--- config.mk ---
export PLATFORM = sky130hd
export DESIGN_NAME = cdb_arbiter_multi
export DESIGN_NICKNAME = d
export VERILOG_FILES = /design/src/rtl/cdb_arbiter_multi_pkg.sv /design/src/rtl/cdb_src_fifo.sv /design/src/rtl/cdb_arbiter_multi.sv
export SDC_FILE = /design/constraint.sdc
export NUM_CORES = 1
export LEC_CHECK = 0
export CORE_ASPECT_RATIO = 1.1
export CORE_MARGIN = 5
export CORE_UTILIZATION = 40
export CTS_BUF_LIST = sky130_fd_sc_hd__clkbuf_8
export CTS_CLUSTER_SIZE = 12
export DETAILED_ROUTE_END_ITERATION = 8
export PLACE_DENSITY = 0.75
export SLEW_MARGIN = 20
export SYNTH_ARGS = -nofsm -noshare
export SYNTH_HDL_FRONTEND = slang
export SYNTH_SLANG_ARGS = --single-unit
--- constraint.sdc ---
create_clock -name i_clk -period 10.6 [get_ports i_clk]
set_input_delay 1.59 -clock i_clk [delete_from_list [all_inputs] [get_ports i_clk]]
set_output_delay 1.59 -clock i_clk [all_outputs]
set_load 0.01 [all_outputs]
--- src/rtl/cdb_arbiter_multi_pkg.sv ---
// rtl/cdb_arbiter_multi_pkg.sv - shared CDB entry type and source/lane constants
package cdb_arbiter_multi_pkg;

  // One completed result as broadcast on a CDB lane.
  typedef struct packed {
    logic        valid;
    logic [5:0]  pd;       // physical destination register
    logic [4:0]  rd;       // architectural destination register
    logic [3:0]  rob_idx;  // reorder buffer slot
    logic [31:0] value;    // result value
  } cdb_entry_t;

  localparam int CDB_ENTRY_W = $bits(cdb_entry_t);

  // Source indices of the default four-source configuration.
  localparam int CDB_SRC_BR  = 0;
  localparam int CDB_SRC_LSQ = 1;
  localparam int CDB_SRC_MUL = 2;
  localparam int CDB_SRC_ALU = 3;

  localparam int CDB_NUM_CDB_DEFAULT = 2;

endpackage

--- src/rtl/cdb_src_fifo.sv ---
// rtl/cdb_src_fifo.sv - per-source result buffer with wrap-around pointers
//
// Purpose: small FIFO holding completed results of one functional unit until
// the arbiter grants them a CDB lane.
// Ports:
//   i_clk, i_rst_n : clock, asynchronous active-low reset
//   i_flush        : clear all entries at the next edge (dominates push/pop)
//   i_push, i_data : enqueue i_data (caller guarantees not full)
//   i_pop          : dequeue head (caller guarantees not empty)
//   o_head         : current head entry
//   o_count        : number of stored entries
//   o_empty        : no entries stored
module cdb_src_fifo #(
  parameter int DEPTH = 2,
  parameter int WIDTH = 48,
  parameter int CNT_W = $clog2(DEPTH + 1)
) (
  input  logic             i_clk,
  input  logic             i_rst_n,
  input  logic             i_flush,
  input  logic             i_push,
  input  logic             i_pop,
  input  logic [WIDTH-1:0] i_data,
  output logic [WIDTH-1:0] o_head,
  output logic [CNT_W-1:0] o_count,
  output logic             o_empty
);

  localparam int PTR_W = (DEPTH > 1) ? $clog2(DEPTH) : 1;

  logic [WIDTH-1:0] r_mem [DEPTH];
  logic [PTR_W-1:0] r_head;
  logic [PTR_W-1:0] r_tail;
  logic [CNT_W-1:0] r_count;

  // Explicit wrap so a depth of 1 (1-bit pointer, one slot) still works.
  function automatic logic [PTR_W-1:0] next_ptr(input logic [PTR_W-1:0] p);
    if (p == PTR_W'(DEPTH - 1)) return '0;
    return p + 1'b1;
  endfunction

  always_ff @(posedge i_clk or negedge i_rst_n) begin
    if (!i_rst_n) begin
      r_head  <= '0;
      r_tail  <= '0;
      r_count <= '0;
    end else if (i_flush) begin
      r_head  <= '0;
      r_tail  <= '0;
      r_count <= '0;
    end else begin
      if (i_push) r_tail <= next_ptr(r_tail);
      if (i_pop)  r_head <= next_ptr(r_head);
      if (i_push && !i_pop)      r_count <= r_count + 1'b1;
      else if (i_pop && !i_push) r_count <= r_count - 1'b1;
    end
  end

  // Storage needs no reset: count gates every read.
  always_ff @(posedge i_clk) begin
    if (i_push && !i_flush) r_mem[r_tail] <= i_data;
  end

  assign o_head  = r_mem[r_head];
  assign o_count = r_count;
  assign o_empty = (r_count == '0);

endmodule

--- src/rtl/cdb_arbiter_multi.sv ---
// rtl/cdb_arbiter_multi.sv - multi-lane CDB arbiter with per-source buffers
//
// Purpose: buffers results from NUM_SRC functional units and broadcasts up to
// NUM_CDB of them per cycle. Source 0 (branch) optionally has strict priority;
// the remaining sources share lanes round-robin.
// Ports:
//   i_clk, i_rst_n : clock, asynchronous active-low reset
//   i_flush        : pipeline flush; kills broadcast, clears buffers
//   i_src_valid    : per-source result valid
//   i_src_data     : per-source result entries, source i at [i*W +: W]
//   o_src_ready    : per-source buffer has space
//   o_cdb_valid    : per-lane broadcast valid
//   o_cdb_out      : per-lane broadcast entries, lane j at [j*W +: W]
//   o_cdb_src      : per-lane granted source index
module cdb_arbiter_multi
  import cdb_arbiter_multi_pkg::*;
#(
  parameter int NUM_SRC   = 4,
  parameter int NUM_CDB   = CDB_NUM_CDB_DEFAULT,
  parameter int BUF_DEPTH = 2,
  parameter int PRIO_EN   = 1
) (
  input  logic                                i_clk,
  input  logic                                i_rst_n,
  input  logic                                i_flush,
  input  logic [NUM_SRC-1:0]                  i_src_valid,
  input  logic [NUM_SRC*CDB_ENTRY_W-1:0]      i_src_data,
  output logic [NUM_SRC-1:0]                  o_src_ready,
  output logic [NUM_CDB-1:0]                  o_cdb_valid,
  output logic [NUM_CDB*CDB_ENTRY_W-1:0]      o_cdb_out,
  output logic [NUM_CDB*$clog2(NUM_SRC)-1:0]  o_cdb_src
);

  localparam int EW    = CDB_ENTRY_W;
  localparam int SRC_W = $clog2(NUM_SRC);
  localparam int CNT_W = $clog2(BUF_DEPTH + 1);
  localparam logic [SRC_W-1:0] RR_INIT = (PRIO_EN != 0) ? SRC_W'(1) : '0;

  logic [EW-1:0]    w_head  [NUM_SRC];
  logic [CNT_W-1:0] w_count [NUM_SRC];
  logic [NUM_SRC-1:0] w_empty;
  logic [NUM_SRC-1:0] w_push;
  logic [NUM_SRC-1:0] w_pop;
  logic [NUM_SRC-1:0] w_grant;

  logic [NUM_CDB-1:0]       w_cdb_valid;
  logic [NUM_CDB*EW-1:0]    w_cdb_out;
  logic [NUM_CDB*SRC_W-1:0] w_cdb_src;
  logic [SRC_W-1:0]         w_rr_next;
  logic [SRC_W-1:0]         r_rr_ptr;

  for (genvar i = 0; i < NUM_SRC; i++) begin : g_src
    // Ready depends only on stored count, never on this cycle's grant.
    assign o_src_ready[i] = (w_count[i] != CNT_W'(BUF_DEPTH));
    assign w_push[i]      = i_src_valid[i] && o_src_ready[i] && !i_flush;
    assign w_pop[i]       = w_grant[i] && !i_flush;

    cdb_src_fifo #(
      .DEPTH (BUF_DEPTH),
      .WIDTH (EW),
      .CNT_W (CNT_W)
    ) u_fifo (
      .i_clk   (i_clk),
      .i_rst_n (i_rst_n),
      .i_flush (i_flush),
      .i_push  (w_push[i]),
      .i_pop   (w_pop[i]),
      .i_data  (i_src_data[i*EW +: EW]),
      .o_head  (w_head[i]),
      .o_count (w_count[i]),
      .o_empty (w_empty[i])
    );
  end

  // Lane allocation: priority source first, then a round-robin sweep from
  // r_rr_ptr. Lanes are filled contiguously from lane 0.
  always_comb begin
    int         lane;
    int         idx;
    int         nxt;
    cdb_entry_t ent;
    w_grant     = '0;
    w_cdb_valid = '0;
    w_cdb_out   = '0;
    w_cdb_src   = '0;
    w_rr_next   = r_rr_ptr;
    lane        = 0;
    idx         = 0;
    nxt         = 0;
    ent         = '0;

    if ((PRIO_EN != 0) && !w_empty[0]) begin
      ent          = cdb_entry_t'(w_head[0]);
      ent.valid    = 1'b1;
      w_grant[0]   = 1'b1;
      w_cdb_valid[0] = 1'b1;
      w_cdb_out[0 +: EW] = ent;
      lane = 1;
    end

    for (int k = 0; k < NUM_SRC; k++) begin
      idx = int'(r_rr_ptr) + k;
      if (idx >= NUM_SRC) idx = idx - NUM_SRC;
      if (!((PRIO_EN != 0) && (idx == 0)) && !w_empty[idx] && (lane < NUM_CDB)) begin
        ent                          = cdb_entry_t'(w_head[idx]);
        ent.valid                    = 1'b1;
        w_grant[idx]                 = 1'b1;
        w_cdb_valid[lane]            = 1'b1;
        w_cdb_out[lane*EW +: EW]     = ent;
        w_cdb_src[lane*SRC_W +: SRC_W] = SRC_W'(idx);
        lane = lane + 1;
        // Pointer lands one past the last round-robin grant, never on the
        // priority source.
        nxt = idx + 1;
        if (nxt == NUM_SRC) nxt = 0;
        if ((PRIO_EN != 0) && (nxt == 0)) nxt = 1;
        w_rr_next = SRC_W'(nxt);
      end
    end
  end

  always_ff @(posedge i_clk or negedge i_rst_n) begin
    if (!i_rst_n)     r_rr_ptr <= RR_INIT;
    else if (i_flush) r_rr_ptr <= RR_INIT;
    else              r_rr_ptr <= w_rr_next;
  end

  // Flush kills the broadcast in the same cycle.
  assign o_cdb_valid = i_flush ? '0 : w_cdb_valid;
  assign o_cdb_out   = i_flush ? '0 : w_cdb_out;
  assign o_cdb_src   = i_flush ? '0 : w_cdb_src;

endmodule
# Yosys cells after proc, flatten, opt, wreduce, memory -nomap -nowiden
# Memories as Yosys holds them, arrays and structs flattened.
# Cells that the tools add are included.
# classes
magnitude_cmp	28
addsub	38
bitwise	13
n_mul	4
n_mux	169
shifts	16
n_reduce_logical	82
eq_ne	8
# ops
op	count
$mux W96	5
$mux W32	14
$bmux W48 S2	4
$bwmux W96	4
$shift A48 B33 Y96 const A	4
$shiftx A48 B33 Y96	4
$mux W47	8
$logic_not A32 Y1	8
$ge A32 B1 Y1 const B	7
$neg A32 Y33	6
$add A32 B2 Y32 const B	6
$lt A32 B3 Y1 const B	6
$shift A2 B33 Y4 const A	4
$shiftx A2 B33 Y4	4
$eq A32 B4 Y1 const B	4
$ge A32 B3 Y1 const B	4
$lt A32 B4 Y1 const B	4
$not A32 Y32	4
$mul A32 B3 Y28 const B	3
$mux W1	82
$mux W2	27
$mux W48	1
$logic_and A1 B1 Y1	40
$mux W4	9
other kinds (30)	96
# totals
n_memories	4
inputBits	199
mem_bits_rw	384
out_inout_bits	106
reg_bits	18
# mem_list
name	depth	width	read_ports	rd_ports_with_merged_regs	wr	line_no	source
g_src[0].u_fifo.r_mem	2	48	1	0	1	cdb_src_fifo.sv:31	logic [WIDTH-1:0] r_mem [DEPTH];
g_src[1].u_fifo.r_mem	2	48	1	0	1	cdb_src_fifo.sv:31	
g_src[2].u_fifo.r_mem	2	48	1	0	1	cdb_src_fifo.sv:31	
g_src[3].u_fifo.r_mem	2	48	1	0	1	cdb_src_fifo.sv:31	

# Longest topological paths before layout
# logic_depth
depth_word	24
mapped_depth	40
mapped_depth_nobuf	30

# Hierarchy
# A second synthesis with hierarchy kept.
# hier_totals
hier_cells	2205
area_unflattened_um2	27876.7
# by_module_without_submodules
mod	cells_each	area_each_um2	n_inst
cdb_arbiter_multi	1531	13032.5	1
cdb_src_fifo (g_src[0].u_fifo ...)	169	3712.3	2
cdb_src_fifo (g_src[2].u_fifo ...)	168	3709.8	2

# Least setup slack after synthesis
# Ideal clock, no wire load.
# synth_timing
path_kind	register to output
startpoint	register r_rr_ptr[0]
endpoint	output port o_cdb_out[95]
required_ns	9.010
arrival_time_ns	8.645
path_slack_ns	0.365
n_path_buf	10
stages_incl_launch_ff	40
cell_sequence	dfstp_2 buf_4 clkbuf_1 clkinv_1 buf_1 clkbuf_1 ha_1 and2b_1 inv_1 ha_1 clkbuf_1 nor3_1 a21o_1 inv_1 clkbuf_1 clkbuf_1 ha_1 nand2b_1 [4 not listed] buf_1 ha_1 ha_1 inv_1 fa_1 nor2b_1 nand2_1 nor2_1 ha_1 and3b_1 nand4_1 a211oi_1 and2_1 nand3_1 mux2i_2 buf_2 a221oi_1 a311oi_1
# synth_via
elab_chain_len	21
elab_cells_between_ends	93
cone_classes	12 x add/sub; 3 x mul; 7 x order compare; 7 x shift; 40 x mux; 4 x bitwise; 20 x reduce/logical
# synth_lines
element	line_no	source
start, declared	cdb_arbiter_multi.sv:50	logic [SRC_W-1:0] r_rr_ptr;
start signal, assigned	cdb_arbiter_multi.sv:125	else r_rr_ptr <= w_rr_next;
$sub A2 B3 Y4 / $ge A2 B3 Y1 (equally long branches)	cdb_arbiter_multi.sv:103	if (idx >= NUM_SRC) idx = idx - NUM_SRC;
$mux W32	cdb_arbiter_multi.sv:103	
$bmux W1 S2	cdb_arbiter_multi.sv:104	if (!((PRIO_EN != 0) && (idx == 0)) && !w_empty[idx] && (lane < NUM_CDB)) begin
$mux W1 (implied by the code) (2 in series)	cdb_arbiter_multi.sv:104	
$logic_not A1 Y1	cdb_arbiter_multi.sv:104	
$logic_and A1 B1 Y1 (2 in series)	cdb_arbiter_multi.sv:104	
$mux W2	cdb_arbiter_multi.sv:104	
$lt A32 B3 Y1	cdb_arbiter_multi.sv:104	
[3 not listed]	-	
$logic_and A1 B1 Y1	cdb_arbiter_multi.sv:104	
$mux W32	cdb_arbiter_multi.sv:104	
$mul A32 B3 Y28	cdb_arbiter_multi.sv:109	w_cdb_out[lane*EW +: EW] = ent;
$neg A32 Y33	cdb_arbiter_multi.sv:109	
$shiftx A48 B33 Y96 / $shift A48 B33 Y96 (equally long branches)	cdb_arbiter_multi.sv:109	
$bwmux W96	cdb_arbiter_multi.sv:109	
$mux W96 *	cdb_arbiter_multi.sv:104	
$mux W96 *	cdb_arbiter_multi.sv:130	assign o_cdb_out = i_flush ? '0 : w_cdb_out;
end, declared	cdb_arbiter_multi.sv:30	output logic [NUM_CDB*CDB_ENTRY_W-1:0] o_cdb_out,
# Mark *: on every way between the ends. The rest lies on a longest branch, timed or not. The select of a mux whose other input is x is not followed.

# Worst setup path after layout
# layout_timing
startpoint	register r_rr_ptr[0]
endpoint	output port o_cdb_out[68]
# Same word-level chain as after synthesis.

==> impl_metrics.ini <==
[outcome]
outcome = finished clean

[floorplan]
design.die.area_um2 = 70610
die_h_um = 278.2
fp.dieW_um = 253.8
core.rowCount = 98
coreArea_um2 = 64860
io_pins = 305
initial_utilization_pct = 40.33

[sta]
fin_skew_ns = 0.02097
whs_ns = 0.5984
report.final.slew_viol_count = 0
tightest_slew_ns = 1.106
final_hold_viol_count = 0
fmax_mhz = 97.70
period_needed_ns = 10.24
rsz0062_at_grt = yes
period_share_pct = 96.56
fin_setup_tns_ns = 0
slew_headroom_pct = 26.24
setup_violations = 0

[place]
place_inst = 3352
port_buffers = 300
dpl-instance-area_um2 = 30080
gp_congestion = 1.034
hpwl_um = 83480

[synth]
synthTopCellsByArea = edfxtp_1 43%, mux2_2 6.6%, mux4_2 6.5%, mux2i_1 3.1%, o22ai_1 3.1%
synth_compound_area_share_pct = 22.88
synth_top_area_share_pct = 43.16
yosysSeqAreaShare_pct = 44.89
synth_top_family_by_area = compound AO/OA/AOI/OAI gates
synthXorXnorAreaFrac_pct = 1.028
synth_area_leader_cell = edfxtp_1
netlist_area_um2 = 26160
yosysWarnings = 0
ys.flop_type = edfxtp_1
synth_edf_count = 376
synth_cell_types = 102
synth_fa_ha_area_share_pct = 1.559
avgSynthCellArea_um2 = 11.15
ys_seq_elements = 394
postSynthCellCount = 2347
yosys-mux-area-fraction_pct = 16.34
async_flop_share_pct = 4.569
synthSimpleGateAreaFrac_pct = 9.074
synth_nets = 2578

[clock_network]
worstSkewPairLatency_ns = 0.65
hold_buffers = 0
clk_path_buf_depth = 3
cts-root-buf = clkbuf_8
clk_pin_slew_ns = 0.07
cts_max_level = 2
clock_sinks = 394
cts_tree = yes
cts_setup_buffers = 0
cts_buffers = 59

[routing]
drtPass1Iterations = 7
vias = 23850
wl_per_cell_um = 32.99
wl_um = 114300
drt_iter0_drc = 3361
drcViolationCount = 0
via_per_inst = 6.886
ant_nets = 0

[critical_path]
required_ns = 9.01
end_kind = output port
crit_fanout = 54
slowest_delay_ns = 0.64
arrival_ns = 8.65
cp-start-kind = flip-flop
crit_slowest_cell = clkdlybuf4s50_1
cpMostUsedCell = ha_1
path_class = reg -> out

[run]
maxCapViolCount = 0

[finish]
area_delta_synth_final_pct = 19.78
finalInstanceArea_um2 = 31330
nets = 2794
fin_cells = 3463
layout-drive-gt1-share_pct = 18.96
nFillCells = 5716
seq_area_um2 = 11750
multi_input_area_um2 = 13510

[global_route]
antenna_found_initial = 4
grt_usage_pct = 31.06
first_global_vias = 23160
grt_max_degree = 61
grt_first_pass_wirelength_um = 163600
grt_remaining_overflow = 0

[worst_hold_path]
hp-class = reg -> reg
==> cell usage after synthesis, types with 17 or more instances <==
cell type  count
o21ai_0       94
nand3_1       64
nor2_1       130
a21oi_1      111
edfxtp_1     376
o211ai_1      37
buf_1         43
mux4_2        76
xor2_1        22
clkbuf_1     143
dfrtp_1       17
o22a_1        40
ha_1          31
buf_2         40
mux2_2       154
mux2i_1       80
inv_1         30
nand2b_1      31
a32oi_1       30
o22ai_1      128
a22oi_1       47
a221oi_1      53
o221ai_1      47
nor3_1        35
nand2_1      147
a211oi_1      80
a221o_1       47
==> layout by cell type (no fill, tap or decap), drive strengths merged, types with 7 or more instances in the layout <==
master / count
edfxtp: 376
clkdlybuf4s50: 299
mux2: 155
nand2: 148
nor2: 132
o22ai: 128
a21oi: 112
o21ai: 106
buf: 91
mux2i: 81
a211oi: 81
mux4: 76
nand3: 64
clkbuf: 61
a221oi: 57
inv: 53
a221o: 47
a22oi: 47
o221ai: 47
o22a: 40
nor3: 38
o211ai: 37
nand2b: 31
a32oi: 31
ha: 31
xor2: 22
clkinv: 21
dfrtp: 17
and2: 13
nor2b: 13
o2111ai: 11
o21bai: 11
o221a: 11
nor4: 8
or2: 7
==> critical path, delay by kind of cell, from the launching register on <==
kind | cells | cell delay (ns)
compound gates | 5 | 1.44
fa+ha+maj | 5 | 1.74
buf+inv | 4 | 1.28
flops | 1 | 0.63
mux | 1 | 0.38
simple gates | 13 | 2.43
==> routing by layer <==
| metal | wire length [um] | global-route usage [%] | up-vias | share of wire (%) |
|---|---|---|---|---|
| met4 | 7687 | 15.78 | 6 | 6.7 |
| met3 | 10210 | 5.056 | 401 | 8.9 |
| met2 | 53220 | 50.35 | 1704 | 47 |
| met1 | 43100 | 40.35 | 11750 | 38 |
| met5 | 37 | 0 | - | 0.032 |
| li1 | - | - | 9983 | - |
==> registers in the layout, summed over array words and instances, names as in the netlist <==
signal and flops:
g_src.u_fifo.o_count 8, g_src.u_fifo.r_tail 4, r_rr_ptr 2, g_src.u_fifo.r_head 4, g_src.u_fifo.r_mem 376
==> through the flow <==
stage,setup WS (ns),utilization (%)
floorplan,0.3649,-
global placement,1.075,46.36
detailed placement,1.063,46.37
CTS,0.3084,48.18
global route,-0.02918,48.30
finish,0.3644,48.30
==> logic make-up after synthesis <==
logic type	Yosys count
compound gates	818
xor+xnor	29
fa+ha+maj	32
buf+inv	270
flops	394
mux	312
simple gates	492
==> path summary, 6_finish.rpt <==
path,to,startpoint,slack [ns],depth (start not counted)
max in group asynchronous,g_src[1].u_fifo.r_head,i_rst_n,8.60,1
setup reg to reg,g_src[2].u_fifo.o_count[1],r_rr_ptr[0],5.03,21
setup / recovery,o_cdb_out[68],r_rr_ptr[0],0.36,28
hold / removal,g_src[2].u_fifo.r_tail,g_src[2].u_fifo.r_tail,0.60,2
min in group asynchronous,g_src[0].u_fifo.o_count[1],i_rst_n,1.43,1
hold reg to reg,g_src[2].u_fifo.r_tail,g_src[2].u_fifo.r_tail,0.60,2
==> area by class of cell <==
cell class,count,share of cell area [%]
sequential,394,37.50
antenna,2,0.01597
clock inverter,48,1.070
inverter,35,0.4393
tap,850,3.394
clock buffer,61,2.679
multi-input combinational,1683,43.12
timing repair buffer,390,11.78
==> repair_timing <==
| item | CTS | global route |
|---|---|---|
| endpoints found under the setup margin | 0 | 29 |
| endpoints found under the hold margin | 0 | 0 |
| resized for setup | 0 | 17 |
Power is left out: the tool's default activity adds up to more than one toggle a clock period on the data nets, which glitch-free logic cannot reach.
